## src/rtl/mem_port_arbiter_if.sv

```systemverilog
// Bundle of requester and memory signals for mem_port_arbiter.
// The arbiter takes the slave side; requesters and the memory model take the master side.
interface mem_port_arbiter_if;
  // A request is taken on a rising edge where it is 1 and its stall is 0. A memory
  // transfer completes on a rising edge where mem_req_out=1 and mem_ready_in=1.
  // Read data returns later, qualified by a one-cycle mem_rvalid_in.
  logic        d_read_in;
  logic        d_write_in;
  logic [31:0] d_addr_in;
  logic [31:0] d_wdata_in;
  logic [7:0]  d_mask_in;
  logic        d_stall_out;
  logic        d_rvalid_out;
  logic [31:0] d_rdata_out;

  logic        i_read_in;
  logic [31:0] i_addr_in;
  logic        i_stall_out;
  logic        i_rvalid_out;
  logic [31:0] i_rdata_out;

  logic        mem_req_out;
  logic        mem_we_out;
  logic [31:0] mem_addr_out;
  logic [31:0] mem_wdata_out;
  logic [7:0]  mem_mask_out;
  logic        mem_ready_in;
  logic        mem_rvalid_in;
  logic [31:0] mem_rdata_in;

  modport slave (
    input  d_read_in, d_write_in, d_addr_in, d_wdata_in, d_mask_in,
    output d_stall_out, d_rvalid_out, d_rdata_out,
    input  i_read_in, i_addr_in,
    output i_stall_out, i_rvalid_out, i_rdata_out,
    output mem_req_out, mem_we_out, mem_addr_out, mem_wdata_out, mem_mask_out,
    input  mem_ready_in, mem_rvalid_in, mem_rdata_in
  );

  modport master (
    output d_read_in, d_write_in, d_addr_in, d_wdata_in, d_mask_in,
    input  d_stall_out, d_rvalid_out, d_rdata_out,
    output i_read_in, i_addr_in,
    input  i_stall_out, i_rvalid_out, i_rdata_out,
    input  mem_req_out, mem_we_out, mem_addr_out, mem_wdata_out, mem_mask_out,
    output mem_ready_in, mem_rvalid_in, mem_rdata_in
  );
endinterface

```

## src/rtl/mem_port_arbiter.sv

```systemverilog
// Two-requester (data/instruction) arbiter onto a single memory port, one transaction at a time.
// Define MEM_ARB_RR_EN for round-robin tie-break; otherwise data always wins ties.
module mem_port_arbiter (
  input  logic                    clk,
  input  logic                    reset,
  mem_port_arbiter_if.slave       bus,
  output logic [1:0]              dbg_state_o
);

  typedef enum logic [1:0] {
    IDLE    = 2'd0,
    ISSUE   = 2'd1,
    WAIT_RD = 2'd2
  } state_e;

  state_e      state_q, state_d;
  logic        gnt_i_q, gnt_i_d;

  logic        d_vld_q, d_vld_d;
  logic        d_we_q, d_we_d;
  logic [31:0] d_addr_q, d_addr_d;
  logic [31:0] d_wdata_q, d_wdata_d;
  logic [7:0]  d_mask_q, d_mask_d;

  logic        i_vld_q, i_vld_d;
  logic [31:0] i_addr_q, i_addr_d;

  logic        d_rvalid_q, d_rvalid_d;
  logic        i_rvalid_q, i_rvalid_d;
  logic [31:0] d_rdata_q, d_rdata_d;
  logic [31:0] i_rdata_q, i_rdata_d;

  logic        d_accept, i_accept, pick_i, cur_we, issue;
  logic        free_d, free_i;

`ifdef MEM_ARB_RR_EN
  logic        prio_i_q, prio_i_d;
  assign pick_i = i_vld_q & (~d_vld_q | prio_i_q);
`else
  assign pick_i = i_vld_q & ~d_vld_q;
`endif

  // Accept only into an empty slot; a slot freed this cycle still reads as full.
  assign d_accept = (bus.d_read_in | bus.d_write_in) & ~d_vld_q;
  assign i_accept = bus.i_read_in & ~i_vld_q;
  assign cur_we   = ~gnt_i_q & d_we_q;

  always_comb begin
    state_d    = state_q;
    gnt_i_d    = gnt_i_q;
    free_d     = 1'b0;
    free_i     = 1'b0;
    d_rvalid_d = 1'b0;
    i_rvalid_d = 1'b0;
    d_rdata_d  = d_rdata_q;
    i_rdata_d  = i_rdata_q;
`ifdef MEM_ARB_RR_EN
    prio_i_d   = prio_i_q;
`endif

    case (state_q)
      IDLE: begin
        if (d_vld_q | i_vld_q) begin
          gnt_i_d = pick_i;
          state_d = ISSUE;
`ifdef MEM_ARB_RR_EN
          prio_i_d = ~pick_i;
`endif
        end
      end
      ISSUE: begin
        if (bus.mem_ready_in) begin
          if (cur_we) begin
            free_d  = 1'b1;
            state_d = IDLE;
          end else begin
            state_d = WAIT_RD;
          end
        end
      end
      WAIT_RD: begin
        if (bus.mem_rvalid_in) begin
          if (gnt_i_q) begin
            i_rvalid_d = 1'b1;
            i_rdata_d  = bus.mem_rdata_in;
            free_i     = 1'b1;
          end else begin
            d_rvalid_d = 1'b1;
            d_rdata_d  = bus.mem_rdata_in;
            free_d     = 1'b1;
          end
          state_d = IDLE;
        end
      end
      default: state_d = IDLE;
    endcase

    d_vld_d   = d_vld_q;
    d_we_d    = d_we_q;
    d_addr_d  = d_addr_q;
    d_wdata_d = d_wdata_q;
    d_mask_d  = d_mask_q;
    if (free_d) begin
      d_vld_d = 1'b0;
    end else if (d_accept) begin
      d_vld_d   = 1'b1;
      d_we_d    = bus.d_write_in;
      d_addr_d  = bus.d_addr_in;
      d_wdata_d = bus.d_wdata_in;
      d_mask_d  = bus.d_mask_in;
    end

    i_vld_d  = i_vld_q;
    i_addr_d = i_addr_q;
    if (free_i) begin
      i_vld_d = 1'b0;
    end else if (i_accept) begin
      i_vld_d  = 1'b1;
      i_addr_d = bus.i_addr_in;
    end
  end

  always_ff @(posedge clk) begin
    if (!reset) begin
      state_q    <= IDLE;
      gnt_i_q    <= 1'b0;
      d_vld_q    <= 1'b0;
      d_we_q     <= 1'b0;
      d_addr_q   <= '0;
      d_wdata_q  <= '0;
      d_mask_q   <= '0;
      i_vld_q    <= 1'b0;
      i_addr_q   <= '0;
      d_rvalid_q <= 1'b0;
      i_rvalid_q <= 1'b0;
      d_rdata_q  <= '0;
      i_rdata_q  <= '0;
`ifdef MEM_ARB_RR_EN
      prio_i_q   <= 1'b0;
`endif
    end else begin
      state_q    <= state_d;
      gnt_i_q    <= gnt_i_d;
      d_vld_q    <= d_vld_d;
      d_we_q     <= d_we_d;
      d_addr_q   <= d_addr_d;
      d_wdata_q  <= d_wdata_d;
      d_mask_q   <= d_mask_d;
      i_vld_q    <= i_vld_d;
      i_addr_q   <= i_addr_d;
      d_rvalid_q <= d_rvalid_d;
      i_rvalid_q <= i_rvalid_d;
      d_rdata_q  <= d_rdata_d;
      i_rdata_q  <= i_rdata_d;
`ifdef MEM_ARB_RR_EN
      prio_i_q   <= prio_i_d;
`endif
    end
  end

  // Outputs are forced low while reset is held so nothing leaks during the reset cycle.
  assign issue             = (state_q == ISSUE) & reset;
  assign bus.mem_req_out   = issue;
  assign bus.mem_we_out    = issue & cur_we;
  assign bus.mem_addr_out  = issue ? (gnt_i_q ? i_addr_q : d_addr_q) : '0;
  assign bus.mem_wdata_out = (issue & ~gnt_i_q) ? d_wdata_q : '0;
  assign bus.mem_mask_out  = (issue & ~gnt_i_q) ? d_mask_q : '0;

  assign bus.d_stall_out   = d_vld_q & reset;
  assign bus.i_stall_out   = i_vld_q & reset;
  assign bus.d_rvalid_out  = d_rvalid_q & reset;
  assign bus.i_rvalid_out  = i_rvalid_q & reset;
  assign bus.d_rdata_out   = reset ? d_rdata_q : '0;
  assign bus.i_rdata_out   = reset ? i_rdata_q : '0;

  assign dbg_state_o       = reset ? state_q : IDLE;

endmodule

```

## src/flat_wrapper.sv

```systemverilog
// flat-port wrapper written by rule: the top's interface ports become plain ports
module mem_port_arbiter_flat 
  (clk, reset, dbg_state_o, bus_d_read_in, bus_d_write_in, bus_d_addr_in, bus_d_wdata_in, bus_d_mask_in, bus_d_stall_out, bus_d_rvalid_out, bus_d_rdata_out, bus_i_read_in, bus_i_addr_in, bus_i_stall_out, bus_i_rvalid_out, bus_i_rdata_out, bus_mem_req_out, bus_mem_we_out, bus_mem_addr_out, bus_mem_wdata_out, bus_mem_mask_out, bus_mem_ready_in, bus_mem_rvalid_in, bus_mem_rdata_in);
  mem_port_arbiter_if bus_i ();
  input  logic clk;
  input  logic reset;
  output logic [1:0] dbg_state_o;
  input wire logic [$bits(bus_i.d_read_in)-1:0] bus_d_read_in;
  input wire logic [$bits(bus_i.d_write_in)-1:0] bus_d_write_in;
  input wire logic [$bits(bus_i.d_addr_in)-1:0] bus_d_addr_in;
  input wire logic [$bits(bus_i.d_wdata_in)-1:0] bus_d_wdata_in;
  input wire logic [$bits(bus_i.d_mask_in)-1:0] bus_d_mask_in;
  output wire logic [$bits(bus_i.d_stall_out)-1:0] bus_d_stall_out;
  output wire logic [$bits(bus_i.d_rvalid_out)-1:0] bus_d_rvalid_out;
  output wire logic [$bits(bus_i.d_rdata_out)-1:0] bus_d_rdata_out;
  input wire logic [$bits(bus_i.i_read_in)-1:0] bus_i_read_in;
  input wire logic [$bits(bus_i.i_addr_in)-1:0] bus_i_addr_in;
  output wire logic [$bits(bus_i.i_stall_out)-1:0] bus_i_stall_out;
  output wire logic [$bits(bus_i.i_rvalid_out)-1:0] bus_i_rvalid_out;
  output wire logic [$bits(bus_i.i_rdata_out)-1:0] bus_i_rdata_out;
  output wire logic [$bits(bus_i.mem_req_out)-1:0] bus_mem_req_out;
  output wire logic [$bits(bus_i.mem_we_out)-1:0] bus_mem_we_out;
  output wire logic [$bits(bus_i.mem_addr_out)-1:0] bus_mem_addr_out;
  output wire logic [$bits(bus_i.mem_wdata_out)-1:0] bus_mem_wdata_out;
  output wire logic [$bits(bus_i.mem_mask_out)-1:0] bus_mem_mask_out;
  input wire logic [$bits(bus_i.mem_ready_in)-1:0] bus_mem_ready_in;
  input wire logic [$bits(bus_i.mem_rvalid_in)-1:0] bus_mem_rvalid_in;
  input wire logic [$bits(bus_i.mem_rdata_in)-1:0] bus_mem_rdata_in;
  assign bus_i.d_read_in = bus_d_read_in;
  assign bus_i.d_write_in = bus_d_write_in;
  assign bus_i.d_addr_in = bus_d_addr_in;
  assign bus_i.d_wdata_in = bus_d_wdata_in;
  assign bus_i.d_mask_in = bus_d_mask_in;
  assign bus_d_stall_out = bus_i.d_stall_out;
  assign bus_d_rvalid_out = bus_i.d_rvalid_out;
  assign bus_d_rdata_out = bus_i.d_rdata_out;
  assign bus_i.i_read_in = bus_i_read_in;
  assign bus_i.i_addr_in = bus_i_addr_in;
  assign bus_i_stall_out = bus_i.i_stall_out;
  assign bus_i_rvalid_out = bus_i.i_rvalid_out;
  assign bus_i_rdata_out = bus_i.i_rdata_out;
  assign bus_mem_req_out = bus_i.mem_req_out;
  assign bus_mem_we_out = bus_i.mem_we_out;
  assign bus_mem_addr_out = bus_i.mem_addr_out;
  assign bus_mem_wdata_out = bus_i.mem_wdata_out;
  assign bus_mem_mask_out = bus_i.mem_mask_out;
  assign bus_i.mem_ready_in = bus_mem_ready_in;
  assign bus_i.mem_rvalid_in = bus_mem_rvalid_in;
  assign bus_i.mem_rdata_in = bus_mem_rdata_in;
  mem_port_arbiter u_core (.clk(clk), .reset(reset), .bus(bus_i), .dbg_state_o(dbg_state_o));
endmodule
```

## config.mk

```make
export PLATFORM = sky130hd
export DESIGN_NAME = mem_port_arbiter_flat
export DESIGN_NICKNAME = d
export VERILOG_FILES = /design/src/rtl/mem_port_arbiter_if.sv /design/src/rtl/mem_port_arbiter.sv /design/src/flat_wrapper.sv
export SDC_FILE = /design/constraint.sdc
export NUM_CORES = 1
export LEC_CHECK = 0
export CAP_MARGIN = 10
export CORE_MARGIN = 3
export CORE_UTILIZATION = 32
export DETAILED_ROUTE_END_ITERATION = 6
export DONT_BUFFER_PORTS = 1
export GPL_ROUTABILITY_DRIVEN = 0
export PLACE_DENSITY = 0.53
export SLEW_MARGIN = 20
export SYNTH_ARGS = -nofsm -noshare
export SYNTH_HDL_FRONTEND = slang
export SYNTH_SLANG_ARGS = --single-unit
```

## constraint.sdc

```tcl
create_clock -name clk -period 3.6 [get_ports clk]
set_clock_uncertainty 0.05 [all_clocks]
set_input_delay 0.36 -clock clk [delete_from_list [all_inputs] [get_ports clk]]
set_output_delay 0.36 -clock clk [all_outputs]
set_load 0.005 [all_outputs]
```

==> flow_summary.ini <==
[run_status]
outcome = finished, final reports clean

[detailed_routing]
post-route-drc-count = 0
drt_first_iter_violations = 354
detailroute.via_count = 6088
ant_nets = 0
postRouteWirelength_mm = 22.00
vias_per_cell = 4.922
first_pass_detailed_route_iteration_total = 4
detail_route.wl_per_cell_um = 17.79

[finish]
nets = 1051
insertedDiodeCount = 0
synthToLayoutAreaGrowth_pct = 13.98
final_layout_size_suffix_gt1_share_pct = 6.427
layoutNonFillerInstCount = 1237

[synthesis]
synthesis.nets = 1056
postSynthRegisterBits = 176
synth_top_cell_area_share_pct = 45.40
yosys.area.top_type = sky130_fd_sc_hd__dfxtp_1
number_of_unique_standard_cell_types_used_by_synthesis = 36
most_common_flop_cell_mapped_by_yosys = sky130_fd_sc_hd__dfxtp_1
synth-edff-count = 0
synthXorXnorAreaFrac_pct = 0
synth_async_sr_flop_share_pct = 0
yosys.cell_count.top_type = sky130_fd_sc_hd__nand2_1
netlist_top_cells_area = sky130_fd_sc_hd__dfxtp_1 (45%), sky130_fd_sc_hd__mux2i_1 (14%), sky130_fd_sc_hd__nand2_1 (8.7%), sky130_fd_sc_hd__a21oi_1 (4.1%), sky130_fd_sc_hd__a22o_1 (3.6%)
synth_top_family_by_area = simple AND/OR/NAND/NOR gates
synth_area_um2 = 7761
synth_common_cells = sky130_fd_sc_hd__nand2_1 (180), sky130_fd_sc_hd__dfxtp_1 (176), sky130_fd_sc_hd__mux2i_1 (105)
post_synth_mux_area_share_pct = 13.69
syn_inst = 910
synth_area_in_adders_pct = 0.4836
synth_seq_area_share_pct = 45.40
synth_compound_gate_area_share_pct = 11.14
postSynthAreaPerCell_um2 = 8.529
area_share_of_and_or_nand_nor_cells_after_synthesis_pct = 21.67
ys_warn_count = 0

[cts]
clkSinkCount = 176
post_cts.repair.setup_buffers = 0
cts-resized-gates = 0
clockRootBuffer = sky130_fd_sc_hd__clkbuf_16
clockBufferDepth = 2
cts.reportedPaths.clkPinSlew_ns = 0.07
clock_tree_from_tritoncts = yes
clkLatencyLatePin_ns = 0.42
htreeDepth = 4
cts-buffers-inserted = 17
postCtsHoldBufs = 42

[timing]
hold_viol_final = 0
timing.fmax_mhz = 420.6
worstMarginPinSlew_ns = 0.8184
pnr_worst_setup_slack_ns = 1.222
final.setup.tns_ns = 0
final-setup-viol-count = 0
final.hold.worst_slack_ns = 0.02526
worst_slew_margin_pct = 45.36
layout_worst_path_cycle_share_pct = 66.05
report.final.slew_viol_count = 0
period_minus_slack_ns = 2.378
grt_setup_unrepaired = no

[setup_path]
worst-setup-path-type = flop to primary output
worst_r2r_endpoint = u_core.d_addr_q[24]
worst_setup_path_endpoint = bus_mem_addr_out[18]
cp_max_fo = 22
cp_max_delay_cell = sky130_fd_sc_hd__dfxtp_2
cp.arrival_ns = 1.97
cp_data_required_time_ns = 3.19
buffering_stage_count_on_the_worst_path_with_inverters_included = 1
timing.critical_path.cells = buf_4 -> mux2i_1 -> nor2_1
cp.depth = 3
reg2reg_setup_slack_ns = 1.29
rr_worst_depth = 6
cp-start-kind = flop
critical-path-top-delay-family = flip-flops
worst_setup_path_startpoint = u_core.gnt_i_q
kind_of_end_point_of_the_critical_path = primary output
cpPeakStageDelay_ns = 0.65
origin_of_the_critical_flop_to_flop_path = u_core.state_q[0]

[pwr]
leakagePower_nw = 3.867
p_int_w = 0.003477
fin_total_pwr_w = 0.004774
vdd.ir_drop.worst_mv = 0.2444
power.share.clock_pct = 41.0
seq_power_share_pct = 45.4
power_frac_comb_pct = 13.5
switching_power_w = 0.001297
power_density_nw_per_um2 = 539.7
power_switching_share_pct = 27.17

[grt]
first_global_vias = 6117
grt_first_pass_wirelength_mm = 33.65
track_usage_pct = 16.19
globalRoute.totalOverflow = 0
antenna_found_initial = 1
grt_max_degree = 218

[floorplanning]
rows = 56
core_region_area_um2 = 23680
ios = 287
die_w_um = 161.7
die_area_um2 = 26160
floorplan.initialDensity_pct = 32.77
die_h_um = 161.7

[placement]
detailedPlacementHpwl_mm = 13.89
place_ws_ns = 1.308
placed_cells_incl_taps = 1163
place.port_buffers = 0

[min_path]
min_path_type = input pin to flop

[run]
max_cap_violations = 0
## final cells by class
cell class              instances  area [um^2]
well taps                     319        399.1
inverters                      38        142.6
multi-input cells             619         3660
clock inverters                13        173.9
clock buffers                  19        442.9
fillers                      2501        14840
repair buffers                 53        503.0
flip-flops and latches        176         3525
## stage by stage
stage	cell area (um^2)	utilization, %
after global routing	8846	37.35
after detailed placement	7806	32.96
after CTS	8843	37.34
after global placement	7806	32.96
final	8846	37.35
after floorplan	7761	-
## flip-flops by register name, indices dropped and copies added (netlist names)
register,count
u_core.state_q,2
u_core.d_rdata_q,32
u_core.d_rvalid_q,1
u_core.i_rdata_q,32
u_core.d_addr_q,32
u_core.d_mask_q,8
u_core.d_wdata_q,32
u_core.i_rvalid_q,1
u_core.i_addr_q,32
u_core.d_vld_q,1
u_core.d_we_q,1
u_core.i_vld_q,1
u_core.gnt_i_q,1
## placed cells by master, fill, tap and decap left out, drive strengths merged, types with 11 or more instances in the layout
master	instances
nand3	33
a21oi	68
dfxtp	176
and3	43
a22o	32
mux2i	105
nor2	68
clkbuf	19
buf	11
dlygate4sd3	42
inv	42
and2	36
o21ai	32
nand2	180
## power by group through the flow
stage	clock network [W]	registers (W)	logic, W
after detailed placement	0	0.00221	0.000613
after CTS	0.00203	0.00217	0.000653
final	0.00196	0.00217	0.000646
after global placement	0	0.00221	0.000602
after floorplan	0	0.00218	0.000570
after global routing	0.00210	0.00219	0.000716
## layer usage
| metal | wire length [um] | global-route usage (%) | share of wire [%] |
|---|---|---|---|
| met2 | 10130 | 25.46 | 46 |
| met1 | 9867 | 21.01 | 45 |
| met4 | 520 | 5.971 | 2.4 |
| met5 | 20 | 0 | 0.091 |
| met3 | 1463 | 5.024 | 6.6 |
## how the worst min path moves through the flow
stage                               startpoint                   end  depth (start not counted)
final                        bus_d_addr_in[16]   u_core.d_addr_q[16]                          2
after detailed placement  u_core.d_wdata_q[12]  u_core.d_wdata_q[12]                          2
after CTS                    bus_d_wdata_in[8]   u_core.d_wdata_q[8]                          2
after global placement    u_core.d_wdata_q[19]  u_core.d_wdata_q[19]                          2
after floorplan             u_core.d_mask_q[0]    u_core.d_mask_q[0]                          2
after global routing      bus_mem_rdata_in[19]  u_core.i_rdata_q[19]                          1
## logic make-up after synthesis
logic type	count (synthesis)
compound gates	138
fa+ha+maj	3
buf+inv	115
flops	176
mux	106
simple gates	372
(Power assumes the default switching activity.)
